==> config.mk <==
export PLATFORM = sky130hd
export DESIGN_NAME = ram_arbiter_2p
export DESIGN_NICKNAME = d
export VERILOG_FILES = /design/src/rtl/ram_arb_pkg.sv /design/src/rtl/ram_arb_rd_tag.sv /design/src/rtl/ram_arbiter_2p.sv
export SDC_FILE = /design/constraint.sdc
export NUM_CORES = 1
export LEC_CHECK = 0
export ABC_AREA = 1
export CORE_ASPECT_RATIO = 0.5
export CORE_MARGIN = 5
export CORE_UTILIZATION = 35
export DETAILED_ROUTE_END_ITERATION = 16
export DONT_BUFFER_PORTS = 1
export GPL_TIMING_DRIVEN = 0
export PLACE_DENSITY = 0.53
export SYNTH_ARGS = -nofsm -noshare
export SYNTH_HDL_FRONTEND = slang
export SYNTH_HIERARCHICAL = 1
export SYNTH_SLANG_ARGS = --single-unit
==> constraint.sdc <==
create_clock -name clk -period 3.3 [get_ports clk]
set_input_delay 0.495 -clock clk [delete_from_list [all_inputs] [get_ports clk]]
set_output_delay 0.495 -clock clk [all_outputs]
set_load 0.05 [all_outputs]
==> src/rtl/ram_arb_pkg.sv <==
// ram_arb_pkg: shared types, state encoding and default widths for the two-port RAM arbiter
package ram_arb_pkg;
  localparam int DEF_ADDR_W  = 5;
  localparam int DEF_DATA_W  = 8;
  localparam int TAG_VALID_W = 1;
  localparam int TAG_OWNER_W = 1;
  localparam int TAG_W       = TAG_VALID_W + TAG_OWNER_W;
  typedef enum logic [1:0] {
    ST_IDLE = 2'd0,
    ST_OWN0 = 2'd1,
    ST_OWN1 = 2'd2
  } state_t;
  typedef struct packed {
    logic valid;
    logic owner;
  } rd_tag_t;
endpackage

==> src/rtl/ram_arb_rd_tag.sv <==
// ram_arb_rd_tag: RD_LAT-deep {valid, owner} pipeline steering read-data-valid back to the issuer
module ram_arb_rd_tag
  import ram_arb_pkg::*;
#(
  parameter int RD_LAT = 1
) (
  input  logic clk,
  input  logic rst_n,
  input  logic i_valid,
  input  logic i_owner,
  output logic o_rvalid0,
  output logic o_rvalid1
);
  logic [RD_LAT-1:0][TAG_W-1:0] r_sr;
  rd_tag_t w_in;
  rd_tag_t w_out;
  assign w_in  = '{valid: i_valid, owner: i_owner};
  assign w_out = rd_tag_t'(r_sr[RD_LAT-1]);
  // shift one tag per RAM cycle; reset discards every in-flight read
  always_ff @(posedge clk or negedge rst_n)
    if (!rst_n) r_sr <= '0;
    else begin
      r_sr[0] <= w_in;
      for (int k = 1; k < RD_LAT; k++) r_sr[k] <= r_sr[k-1];
    end
  assign o_rvalid0 = w_out.valid & ~w_out.owner;
  assign o_rvalid1 = w_out.valid & w_out.owner;
endmodule

==> src/rtl/ram_arbiter_2p.sv <==
// ram_arbiter_2p: round-robin burst arbiter sharing one single-port RAM; RAM_ARB_STATS_EN adds per-requester beat counters
module ram_arbiter_2p
  import ram_arb_pkg::*;
#(
  parameter int ADDR_W    = DEF_ADDR_W,
  parameter int DATA_W    = DEF_DATA_W,
  parameter int MAX_BURST = 4,
  parameter int RD_LAT    = 1
) (
  input  logic              clk,
  input  logic              rst_n,
  input  logic              i_req0,
  input  logic              i_req1,
  input  logic              i_we0,
  input  logic              i_we1,
  input  logic [ADDR_W-1:0] i_addr0,
  input  logic [ADDR_W-1:0] i_addr1,
  input  logic [DATA_W-1:0] i_wdata0,
  input  logic [DATA_W-1:0] i_wdata1,
  output logic              o_gnt0,
  output logic              o_gnt1,
  output logic [DATA_W-1:0] o_rdata0,
  output logic [DATA_W-1:0] o_rdata1,
  output logic              o_rvalid0,
  output logic              o_rvalid1,
  output logic              o_ram_en,
  output logic              o_ram_we,
  output logic [ADDR_W-1:0] o_ram_addr,
  output logic [DATA_W-1:0] o_ram_wr_data,
`ifdef RAM_ARB_STATS_EN
  input  logic [DATA_W-1:0] i_ram_rd_data,
  input  logic              i_stats_clr,
  output logic [15:0]       o_cnt0,
  output logic [15:0]       o_cnt1
`else
  input  logic [DATA_W-1:0] i_ram_rd_data
`endif
);
  state_t r_state, w_state_nx;
  logic [3:0] r_beat_cnt, w_beat_cnt_nx;
  logic [4:0] w_beat_inc;
  logic r_last_owner, w_last_owner_nx;
  logic w_own1, w_req_me, w_req_ot, w_accept, w_exit;
  logic r_ram_en, r_ram_we, r_ram_owner;
  logic [ADDR_W-1:0] r_ram_addr;
  logic [DATA_W-1:0] r_ram_wr_data;
  // arbitration state, burst length and tie-break history
  always_ff @(posedge clk or negedge rst_n)
    if (!rst_n) begin
      r_state      <= ST_IDLE;
      r_beat_cnt   <= '0;
      r_last_owner <= 1'b1;
    end else begin
      r_state      <= w_state_nx;
      r_beat_cnt   <= w_beat_cnt_nx;
      r_last_owner <= w_last_owner_nx;
    end
  // next owner: hold while the owner requests, rotate at the burst limit only if the other side waits
  always_comb begin
    w_own1          = (r_state == ST_OWN1);
    w_req_me        = w_own1 ? i_req1 : i_req0;
    w_req_ot        = w_own1 ? i_req0 : i_req1;
    w_accept        = (r_state != ST_IDLE) && w_req_me;
    w_beat_inc      = {1'b0, r_beat_cnt} + 5'd1;
    w_exit          = (r_state != ST_IDLE) && (!w_req_me || (w_beat_inc >= 5'(MAX_BURST) && w_req_ot));
    w_state_nx      = r_state;
    w_beat_cnt_nx   = r_beat_cnt;
    w_last_owner_nx = r_last_owner;
    if (r_state == ST_IDLE) begin
      if (i_req0 && (!i_req1 || r_last_owner)) w_state_nx = ST_OWN0;
      else if (i_req1) w_state_nx = ST_OWN1;
    end else if (w_exit) begin
      w_state_nx      = !w_req_ot ? ST_IDLE : (w_own1 ? ST_OWN0 : ST_OWN1);
      w_beat_cnt_nx   = '0;
      w_last_owner_nx = w_own1;
    end else if (w_accept)
      w_beat_cnt_nx = (w_beat_inc >= 5'(MAX_BURST)) ? 4'(MAX_BURST) : w_beat_inc[3:0];
  end
  assign o_gnt0 = (r_state == ST_OWN0) && i_req0;
  assign o_gnt1 = (r_state == ST_OWN1) && i_req1;
  // register the accepted beat onto the RAM pins; address and data hold when idle
  always_ff @(posedge clk or negedge rst_n)
    if (!rst_n) begin
      r_ram_en      <= 1'b0;
      r_ram_we      <= 1'b0;
      r_ram_owner   <= 1'b0;
      r_ram_addr    <= '0;
      r_ram_wr_data <= '0;
    end else begin
      r_ram_en <= w_accept;
      r_ram_we <= w_accept && (w_own1 ? i_we1 : i_we0);
      if (w_accept) begin
        r_ram_owner   <= w_own1;
        r_ram_addr    <= w_own1 ? i_addr1 : i_addr0;
        r_ram_wr_data <= w_own1 ? i_wdata1 : i_wdata0;
      end
    end
  assign o_ram_en      = r_ram_en;
  assign o_ram_we      = r_ram_we;
  assign o_ram_addr    = r_ram_addr;
  assign o_ram_wr_data = r_ram_wr_data;
  assign o_rdata0      = i_ram_rd_data;
  assign o_rdata1      = i_ram_rd_data;
  ram_arb_rd_tag #(.RD_LAT(RD_LAT)) u_rd_tag (
    .clk      (clk),
    .rst_n    (rst_n),
    .i_valid  (r_ram_en & ~r_ram_we),
    .i_owner  (r_ram_owner),
    .o_rvalid0(o_rvalid0),
    .o_rvalid1(o_rvalid1)
  );
`ifdef RAM_ARB_STATS_EN
  logic [15:0] r_cnt0, r_cnt1;
  // saturating accepted-beat counters; clear wins over increment
  always_ff @(posedge clk or negedge rst_n)
    if (!rst_n) begin
      r_cnt0 <= '0;
      r_cnt1 <= '0;
    end else if (i_stats_clr) begin
      r_cnt0 <= '0;
      r_cnt1 <= '0;
    end else begin
      if (o_gnt0 && r_cnt0 != 16'hFFFF) r_cnt0 <= r_cnt0 + 16'd1;
      if (o_gnt1 && r_cnt1 != 16'hFFFF) r_cnt1 <= r_cnt1 + 16'd1;
    end
  assign o_cnt0 = r_cnt0;
  assign o_cnt1 = r_cnt1;
`endif
endmodule
==> impl_summary.txt, run 1 <==
----------------------------------------------------
[Synth]
  Cell count after synthesis ... 164
  #FFs+latches synth ... 25
  Avg Synthesized Cell Area ... 8.17 um^2
  Top-count cell post-synth ... sky130_fd_sc_hd__nand2_1
  Most instantiated cells after synthesis ... sky130_fd_sc_hd__nand2_1 (52), sky130_fd_sc_hd__dfrtp_1 (24), sky130_fd_sc_hd__nor2_1 (18)
  Synth Net Count ... 206
  Top cells by area, synth ... sky130_fd_sc_hd__dfrtp_1 (45%), sky130_fd_sc_hd__nand2_1 (15%), sky130_fd_sc_hd__buf_4 (9.5%)
  Post-synth EDFFs ... 0
  Fraction of post-synthesis cell area in the top cell type by area ... 44.8%
  Share of synthesized flip-flops with an asynchronous set or reset ... 100%
  Leading area contributor after synthesis ... sky130_fd_sc_hd__dfrtp_1
  Most used flip-flop cell after synthesis ... sky130_fd_sc_hd__dfrtp_1
  Share of the yosys chip area belonging to registers ... 46.8%
  Number of distinct standard cells referenced by the synthesized netlist ... 21
  Count of warnings emitted by yosys ... 6
  Cell area after synthesis ... 1340 um^2

[Hold path]
  Min-Delay Path Class ... input pin to async pin

[Final layout]
  Final nets ... 212
  Number of fill cells in the layout ... 385
  Layout Area Growth over Synthesis ... 9.62%
  Layout cells sized above 1 ... 18.9%
  Total inserted antenna cells ... 0

[Power and ir drop]
  Overall power of the completed layout ... 1.61 mW
  Total power divided by cell area ... 1100 nW/um^2
  Worst supply voltage drop on vdd ... 0.000344 V
  Static Leak ... 0.752 nW

[Placed design]
  Routability congestion estimate ... 0.772
  # port buffers ... 0
  Detailed placement HPWL ... 2.32 mm

[Setup path]
  Setup crit end kind ... output port
  Setup crit start kind ... flop
  Cells along the critical path ... nand2_1 -> nor2_1
  Reg2Reg Depth ... 9
  Worst stage delay on the critical path ... 0.73 ns
  Library cell contributing the largest single delay on the critical path ... sky130_fd_sc_hd__nor2_1
  Worst R2R End ... r_state[0]
  WS Path Type ... flop to output port
  Critical path data arrival time ... 1.70 ns
  Largest fanout on the critical path ... 6
  Setup slack on the worst flop-to-flop path ... 1.82 ns
  Required time at the worst-slack endpoint ... 2.80 ns
  Critical register-to-register path startpoint ... r_beat_cnt[0]

[Clock tree]
  Root buf cell ... sky130_fd_sc_hd__clkbuf_8
  Num CTS Buffers ... 3
  Clock-pin slew reported for the worst setup and hold paths after clock tree synthesis ... 0.09 ns
  Max Buffers Root-to-Sink ... 2
  Clock H-tree levels ... 1
  # clock sinks ... 25
  Clock latency on the worst-skew pair ... 0.27 ns
  CTS tree ... built
  Number of post-CTS setup repair buffers ... 0

[Floorplan]
  Chip Height ... 53.8 um
  Horizontal die dimension ... 97.5 um
  Die ar. ... 5240 um^2
  Boundary Pins ... 75
  Starting density of the core ... 37.6%
  Number of placement rows ... 15
  Core Area ... 3570 um^2

[Timing]
  Final slew viol count ... 0
  Worst hold slack ... 0.0288 ns
  Worst-margin pin slew ... 0.891 ns
  Max frequency ... 0.456 GHz
  Skew final ... 0.00322 ns
  Final Hold Viols ... 0
  Final TNS setup ... 0 ns
  Period minus WS final ... 2.19 ns
  Finish-stage setup viols ... 0
  Unrepaired setup endpoints after global routing ... false
  Worst slew margin relative to its limit ... 40.4%
  Part of the cycle the worst path needs ... 66.4%

[Global route]
  Global-route wire length before repair ... 4.96 mm
  Global-route congestion overflow total ... 0
  Peak-usage layer in the global routing report ... met2
  Fraction of met2 tracks used by global routing ... 22.9%
  Antenna violations before repair ... 0
  Global routing met1 resource utilization ... 13.7%
  Number of global-route vias before repair ... 1,065
  Maximum number of pins on one net before global-route repair ... 25
  GRT met3 Usage ... 3.10%
  Overall Global Routing Usage ... 12.0%

[Detailed routing]
  Routed WL ... 2.99 mm
  Number of detailed-routing iterations run before antenna repair ... 4
  Routed wire length per instance ... 13.6 um
  Antenna Nets Post-Route ... 0
  Via Count ... 1,036
  DRC violations left ... 0
  Ratio of routed vias to standard cells ... 4.71
  Iter 0 DRT Violations ... 23

[Job]
  Max-cap violations ... 0

[Status]
  Status ... complete, no violations

----------------------------------------------------
-- flip-flops by register name (all words and copies together) (netlist names) --
register	flops
r_ram_owner	1
r_last_owner	1
o_ram_wr_data	8
o_ram_en	1
o_ram_addr	5
r_state	2
u_rd_tag/r_sr	2
r_beat_cnt	4
o_ram_we	1
-- logic make-up (layout without fill, tap and decap cells) --
group / Yosys count / after routing / share of synthesized area [%]
compound gates: 21 / 21 / 9.80
fa+ha+maj: 2 / 2 / 1.87
buf+inv: 36 / 41 / 15.6
flops: 25 / 25 / 46.8
simple gates: 80 / 80 / 26.0
-- routing by layer --
metal | share of wire [%] | wire length [um]
met5 | 0 | 0
met4 | 0 | 0
met3 | 7.0 | 208
met2 | 51 | 1540
met1 | 42 | 1250
-- layout by cell type (no fill, tap or decap), drive strengths merged, types with 2 or more instances in the layout --
| master | Yosys | routed |
|---|---|---|
| dfrtp | 24 | 24 |
| clkbuf | 0 | 4 |
| nor2 | 20 | 20 |
| ha | 2 | 2 |
| a31oi | 13 | 13 |
| nand2 | 54 | 54 |
| nand3 | 5 | 5 |
| inv | 16 | 16 |
| o21ai | 6 | 6 |
| buf | 20 | 21 |
-- worst max-delay path: cells and delay by family (launching register included) --
kind          cells  cell delay [ns]
flops             1             0.48
simple gates      2             0.95
-- layout make-up --
cell class              count  area, um^2  area share (%)
multi-input cells         103         504            34.3
clock buffers               4        45.0            3.07
inverters                  16        60.1            4.09
well taps                  51        63.8            4.34
plain buffers              20         149            10.1
repair buffers              1        20.0            1.36
flip-flops and latches     25         627            42.7
-- how the worst max path moves through the flow --
stage          startpoint     end  slack, ns  cells past startpoint
6_report       r_state[0]  o_gnt0       1.11                      2
5_1_grt        r_state[0]  o_gnt0       1.00                      2
4_1_cts        r_state[0]  o_gnt0       1.07                      2
3_5_place_dp   r_state[0]  o_gnt0       1.38                      2
3_3_place_gp   r_state[0]  o_gnt0       1.40                      2
2_1_floorplan      i_req0  o_gnt0       1.48                      2
-- timing repair --
action	CTS	global route
hold endpoints to repair	24	0
hold buffers	1	0
gates resized for setup	0	0
-- report_power, final --
part / total, mW / internal, mW / switching [mW] / leakage [nW]
clock network: 0.181 / 0.0863 / 0.0949 / 0.0228
logic: 0.569 / 0.189 / 0.381 / 0.432
registers: 0.860 / 0.440 / 0.421 / 0.297
total: 1.61 / 0.715 / 0.896 / 0.752
-- stage by stage --
stage	cell area, um^2	utilization (%)	setup WS (ns)	std cells
2_1_floorplan	1340	-	1.48	164
3_3_place_gp	1400	39.4	1.40	215
3_5_place_dp	1400	39.4	1.38	215
4_1_cts	1470	41.2	1.07	220
5_1_grt	1470	41.2	1.00	220
6_report	1470	41.2	1.11	220
Note: power is estimated with default switching activity, not from simulation.
==> inputs of run 2 (changes only) <==
--- a/config.mk
+++ b/config.mk
@@ -5,14 +5,14 @@
 export SDC_FILE = /design/constraint.sdc
 export NUM_CORES = 1
 export LEC_CHECK = 0
-export ABC_AREA = 1
+export ABC_AREA = 0
 export CORE_ASPECT_RATIO = 0.5
 export CORE_MARGIN = 5
 export CORE_UTILIZATION = 35
 export DETAILED_ROUTE_END_ITERATION = 16
 export DONT_BUFFER_PORTS = 1
 export GPL_TIMING_DRIVEN = 0
-export PLACE_DENSITY = 0.53
+export PLACE_DENSITY = 0.55
 export SYNTH_ARGS = -nofsm -noshare
 export SYNTH_HDL_FRONTEND = slang
 export SYNTH_HIERARCHICAL = 1
==> constraint.sdc (replaced) <==
create_clock -name clk -period 1.8 [get_ports clk]
set_input_delay 0.27 -clock clk [delete_from_list [all_inputs] [get_ports clk]]
set_output_delay 0.27 -clock clk [all_outputs]
set_load 0.05 [all_outputs]
==> run 2 against run 1 <==
Against the previous run:
- non-clock buffer count up 7
- wire length up 1.0%
- flip-flop and latch count unchanged
- clock skew up 0.0044 ns
- worst hold slack better by 0.13 ns
- setup slack worse by 0.99 ns
- critical path type unchanged
- largest power group unchanged
==> impl_summary.txt, run 2 <==
----------------------------------------------------
[Detailed routing]
  Via Count ... 972 (was 1,036)
  Iter 0 DRT Violations ... 19 (was 23)
  Sum of met2 wire segment lengths after detailed routing ... 1.32 mm (was 1.54 mm)
  Routed wire length per instance ... 14.9 um (was 13.6 um)
  Highest metal layer with signal wires ... met4 (was met3)
  Wl on met1 ... 1.31 mm (was 1.25 mm)
  Number of detailed-routing iterations run before antenna repair ... 4 (unchanged)
  Routed WL ... 3.02 mm (was 2.99 mm)
  DRC violations left ... 0 (unchanged)
  Antenna Nets Post-Route ... 0 (unchanged)
  Met3 WL post-DR ... 368 um (was 208 um)
  Ratio of routed vias to standard cells ... 4.79 (was 4.71)

[Final layout]
  Final nets ... 192 (was 212)
  Most used cells in the layout excluding fill and tap cells ... sky130_fd_sc_hd__dfrtp_1 (24), sky130_fd_sc_hd__nand2_1 (19), sky130_fd_sc_hd__buf_4 (16) (was sky130_fd_sc_hd__nand2_1 (52), sky130_fd_sc_hd__dfrtp_1 (24), sky130_fd_sc_hd__nor2_1 (18))
  Layout Area Growth over Synthesis ... 11.1% (was 9.62%)
  Flip-flop count of the largest register after layout ... 8 (unchanged)
  Commonest non-fill, non-tap cell in the layout ... sky130_fd_sc_hd__dfrtp_1 (was sky130_fd_sc_hd__nand2_1)
  Total inserted antenna cells ... 0 (unchanged)
  Layout cells sized above 1 ... 27.5% (was 18.9%)

[Setup path]
  Required time at the worst-slack endpoint ... 1.53 ns (was 2.80 ns)
  Reg2Reg Depth ... 5 (was 9)
  Critical register-to-register path startpoint ... r_beat_cnt[0] (unchanged)
  Top Family by Delay on Critical Path ... simple AND/OR/NAND/NOR gates (unchanged)
  Crit path buf inv count ... 1 (was 0)
  Setup crit start kind ... flop (unchanged)
  Worst R2R End ... r_beat_cnt[1] (was r_state[0])
  Cells along the critical path ... buf_2 -> nand2_2 -> nor2_2 (was nand2_1 -> nor2_1)
  Setup slack on the worst flop-to-flop path ... 0.14 ns (was 1.82 ns)
  Library cell contributing the largest single delay on the critical path ... sky130_fd_sc_hd__nor2_2 (was sky130_fd_sc_hd__nor2_1)
  Largest fanout on the critical path ... 10 (was 6)
  Worst stage delay on the critical path ... 0.45 ns (was 0.73 ns)
  Setup crit end kind ... output port (unchanged)
  WS Path Type ... flop to output port (unchanged)
  Critical path data arrival time ... 1.41 ns (was 1.70 ns)

[Global route]
  Maximum number of pins on one net before global-route repair ... 26 (was 25)
  Global-route wire length before repair ... 4.83 mm (was 4.96 mm)
  Antenna violations before repair ... 0 (unchanged)
  Overall Global Routing Usage ... 11.3% (was 12.0%)
  Global-route congestion overflow total ... 0 (unchanged)
  Number of global-route vias before repair ... 995 (was 1,065)

[Timing]
  Final TNS setup ... 0 ns (unchanged)
  Unrepaired setup endpoints after global routing ... false (unchanged)
  Worst slew margin relative to its limit ... 63.2% (was 40.4%)
  Skew final ... 0.00761 ns (was 0.00322 ns)
  Max frequency ... 0.595 GHz
  Part of the cycle the worst path needs ... 93.3%
  Worst Slack Setup Final ... 0.120 ns (was 1.11 ns)
  Period minus WS final ... 1.68 ns
  Final Hold Viols ... 0 (unchanged)
  Final slew viol count ... 0 (unchanged)
  Worst-margin pin slew ... 0.551 ns (was 0.891 ns)
  Finish-stage setup viols ... 0 (unchanged)

[Floorplan]
  Number of placement rows ... 16 (was 15)
  Core Area ... 3880 um^2 (was 3570 um^2)
  Die ar. ... 5470 um^2 (was 5240 um^2)
  Boundary Pins ... 75 (unchanged)
  Horizontal die dimension ... 99.7 um (was 97.5 um)
  Chip Height ... 54.9 um (was 53.8 um)
  Starting density of the core ... 36.3% (was 37.6%)

[Power and ir drop]
  Proportion of total power due to net switching ... 52.1% (was 55.6%)
  Clk pwr share ... 13.6% (was 11.2%)
  Total power divided by cell area ... 1660 nW/um^2 (was 1100 nW/um^2)
  Static Leak ... 0.715 nW (was 0.752 nW)
  NetSw ... 1.35 mW (was 0.896 mW)
  Worst supply voltage drop on vdd ... 0.000324 V (was 0.000344 V)
  Internal Dissipation ... 1.24 mW (was 0.715 mW)
  Flop pwr share ... 57.0% (was 53.4%)
  Gate power share ... 29.5% (was 35.3%)

[Placed design]
  Routability congestion estimate ... 0.765 (was 0.772)
  Place WS ... 0.141 ns (was 1.38 ns)
  # port buffers ... 0 (unchanged)
  Detailed placement HPWL ... 2.23 mm (was 2.32 mm)

[Synth]
  Count of warnings emitted by yosys ... 6 (unchanged)
  Top-count cell post-synth ... sky130_fd_sc_hd__dfrtp_1 (was sky130_fd_sc_hd__nand2_1)
  Fraction of post-synthesis cell area in the top cell type by area ... 42.6% (was 44.8%)
  Cell count after synthesis ... 143 (was 164)
  Most used flip-flop cell after synthesis ... sky130_fd_sc_hd__dfrtp_1 (unchanged)
  Share of synthesized flip-flops with an asynchronous set or reset ... 100% (unchanged)
  Leading area contributor after synthesis ... sky130_fd_sc_hd__dfrtp_1 (unchanged)
  Synth Net Count ... 185 (was 206)
  Cell area after synthesis ... 1410 um^2 (was 1340 um^2)
  #FFs+latches synth ... 25 (unchanged)
  Most instantiated cells after synthesis ... sky130_fd_sc_hd__dfrtp_1 (24), sky130_fd_sc_hd__nand2_1 (19), sky130_fd_sc_hd__buf_4 (16) (was sky130_fd_sc_hd__nand2_1 (52), sky130_fd_sc_hd__dfrtp_1 (24), sky130_fd_sc_hd__nor2_1 (18))
  Top cells by area, synth ... sky130_fd_sc_hd__dfrtp_1 (43%), sky130_fd_sc_hd__mux2i_1 (9.9%), sky130_fd_sc_hd__buf_4 (8.5%) (was sky130_fd_sc_hd__dfrtp_1 (45%), sky130_fd_sc_hd__nand2_1 (15%), sky130_fd_sc_hd__buf_4 (9.5%))
  Number of distinct standard cells referenced by the synthesized netlist ... 36 (was 21)
  Post-synth EDFFs ... 0 (unchanged)
  Avg Synthesized Cell Area ... 9.85 um^2 (was 8.17 um^2)
  Share of the yosys chip area belonging to registers ... 44.5% (was 46.8%)

[Job]
  Max-cap violations ... 0 (unchanged)

[Clock tree]
  Clock H-tree levels ... 1 (unchanged)
  # clock sinks ... 25 (unchanged)
  Clock latency on the worst-skew pair ... 0.27 ns (about the same)
  Max Buffers Root-to-Sink ... 2 (unchanged)
  Number of post-CTS setup repair buffers ... 0 (unchanged)
  Root buf cell ... sky130_fd_sc_hd__clkbuf_8 (unchanged)
  Num CTS Buffers ... 3 (unchanged)
  CTS tree ... built (unchanged)
  Clock-pin slew reported for the worst setup and hold paths after clock tree synthesis ... 0.10 ns (was 0.09 ns)

[Hold path]
  Min-Delay Path Class ... input pin to flop (was input pin to async pin)
  Startpoint of the lowest-slack hold path ... i_we0
  Worst Hold End ... o_ram_we
  Min-Delay Path Depth ... 2

[Status]
  Status ... complete, no violations (unchanged)

----------------------------------------------------
-- run 2: cell count changes after synthesis, sizes merged, moves of 4 or more --
| cell | before | now |
|---|---|---|
| nand2 | 54 | 20 |
| mux2i | 0 | 14 |
| inv | 16 | 3 |
| nor2 | 20 | 7 |
| a31oi | 13 | 1 |
| o21ai | 6 | 15 |
| buf | 20 | 25 |
| nand3 | 5 | 0 |
| a21oi | 0 | 4 |
-- run 2: per-layer routing --
layer | GRT usage (%) | vias up
met1 | 13.7 | 441
met4 | 2.72 | 0
li1 | - | 480
met3 | 4.71 | 2
met5 | 0 | -
met2 | 19.2 | 49
-- run 2: what timing repair did --
action / 4_1_cts / 5_1_grt
hold buffers: 2 / 0
endpoints found under the hold margin: 25 / 0
setup endpoints to repair: 2 / 1
gates resized for setup: 2 / 1
pin swaps: 0 / 0
-- run 2: worst max-delay path by stage --
stage | from | endpoint | cells after the start | slack (ns)
floorplan | r_state[0] | o_gnt1 | 3 | 0.22
global placement | r_state[0] | o_gnt1 | 3 | 0.15
detailed placement | r_state[0] | o_gnt1 | 3 | 0.14
CTS | r_state[0] | o_gnt1 | 3 | 0.06
global route | r_state[0] | o_gnt0 | 3 | 0.02
finish | r_state[0] | o_gnt0 | 3 | 0.12
-- run 2: logic make-up (layout without fill, tap and decap cells) --
group	Yosys count	after routing	share of synthesized area, %
simple gates	41	41	13.9
mux	15	15	10.7
buf+inv	29	35	14.6
fa+ha+maj	2	2	1.78
compound gates	31	31	14.6
flops	25	25	44.5
-- run 2: stage by stage --
step | area, um^2 | std cells | hold slack, ns | total power [mW] | util (%)
2_1_floorplan | 1410 | 143 | -0.0256 | 2.10 | -
3_3_place_gp | 1480 | 197 | -0.0250 | 2.22 | 38.0
3_5_place_dp | 1480 | 197 | -0.0250 | 2.24 | 38.0
4_1_cts | 1560 | 203 | 0.161 | 2.61 | 40.2
5_1_grt | 1570 | 203 | 0.170 | 2.76 | 40.3
6_report | 1570 | 203 | 0.155 | 2.60 | 40.3
-- run 2: power by group through the flow --
| stage | combinational [mW] | clock (mW) | sequential [mW] |
|---|---|---|---|
| floorplan | 0.652 | 0 | 1.44 |
| global placement | 0.733 | 0 | 1.49 |
| detailed placement | 0.746 | 0 | 1.50 |
| CTS | 0.772 | 0.357 | 1.48 |
| global route | 0.859 | 0.388 | 1.51 |
| finish | 0.765 | 0.352 | 1.48 |
-- run 2: layout make-up --
class	count	area, um^2
inverters	3	11.3
well taps	54	67.6
plain buffers	26	194
repair buffers	2	30.0
fillers	405	2320
clock buffers	3	41.3
flip-flops and latches	25	627
clock inverters	1	7.51
multi-input cells	89	587
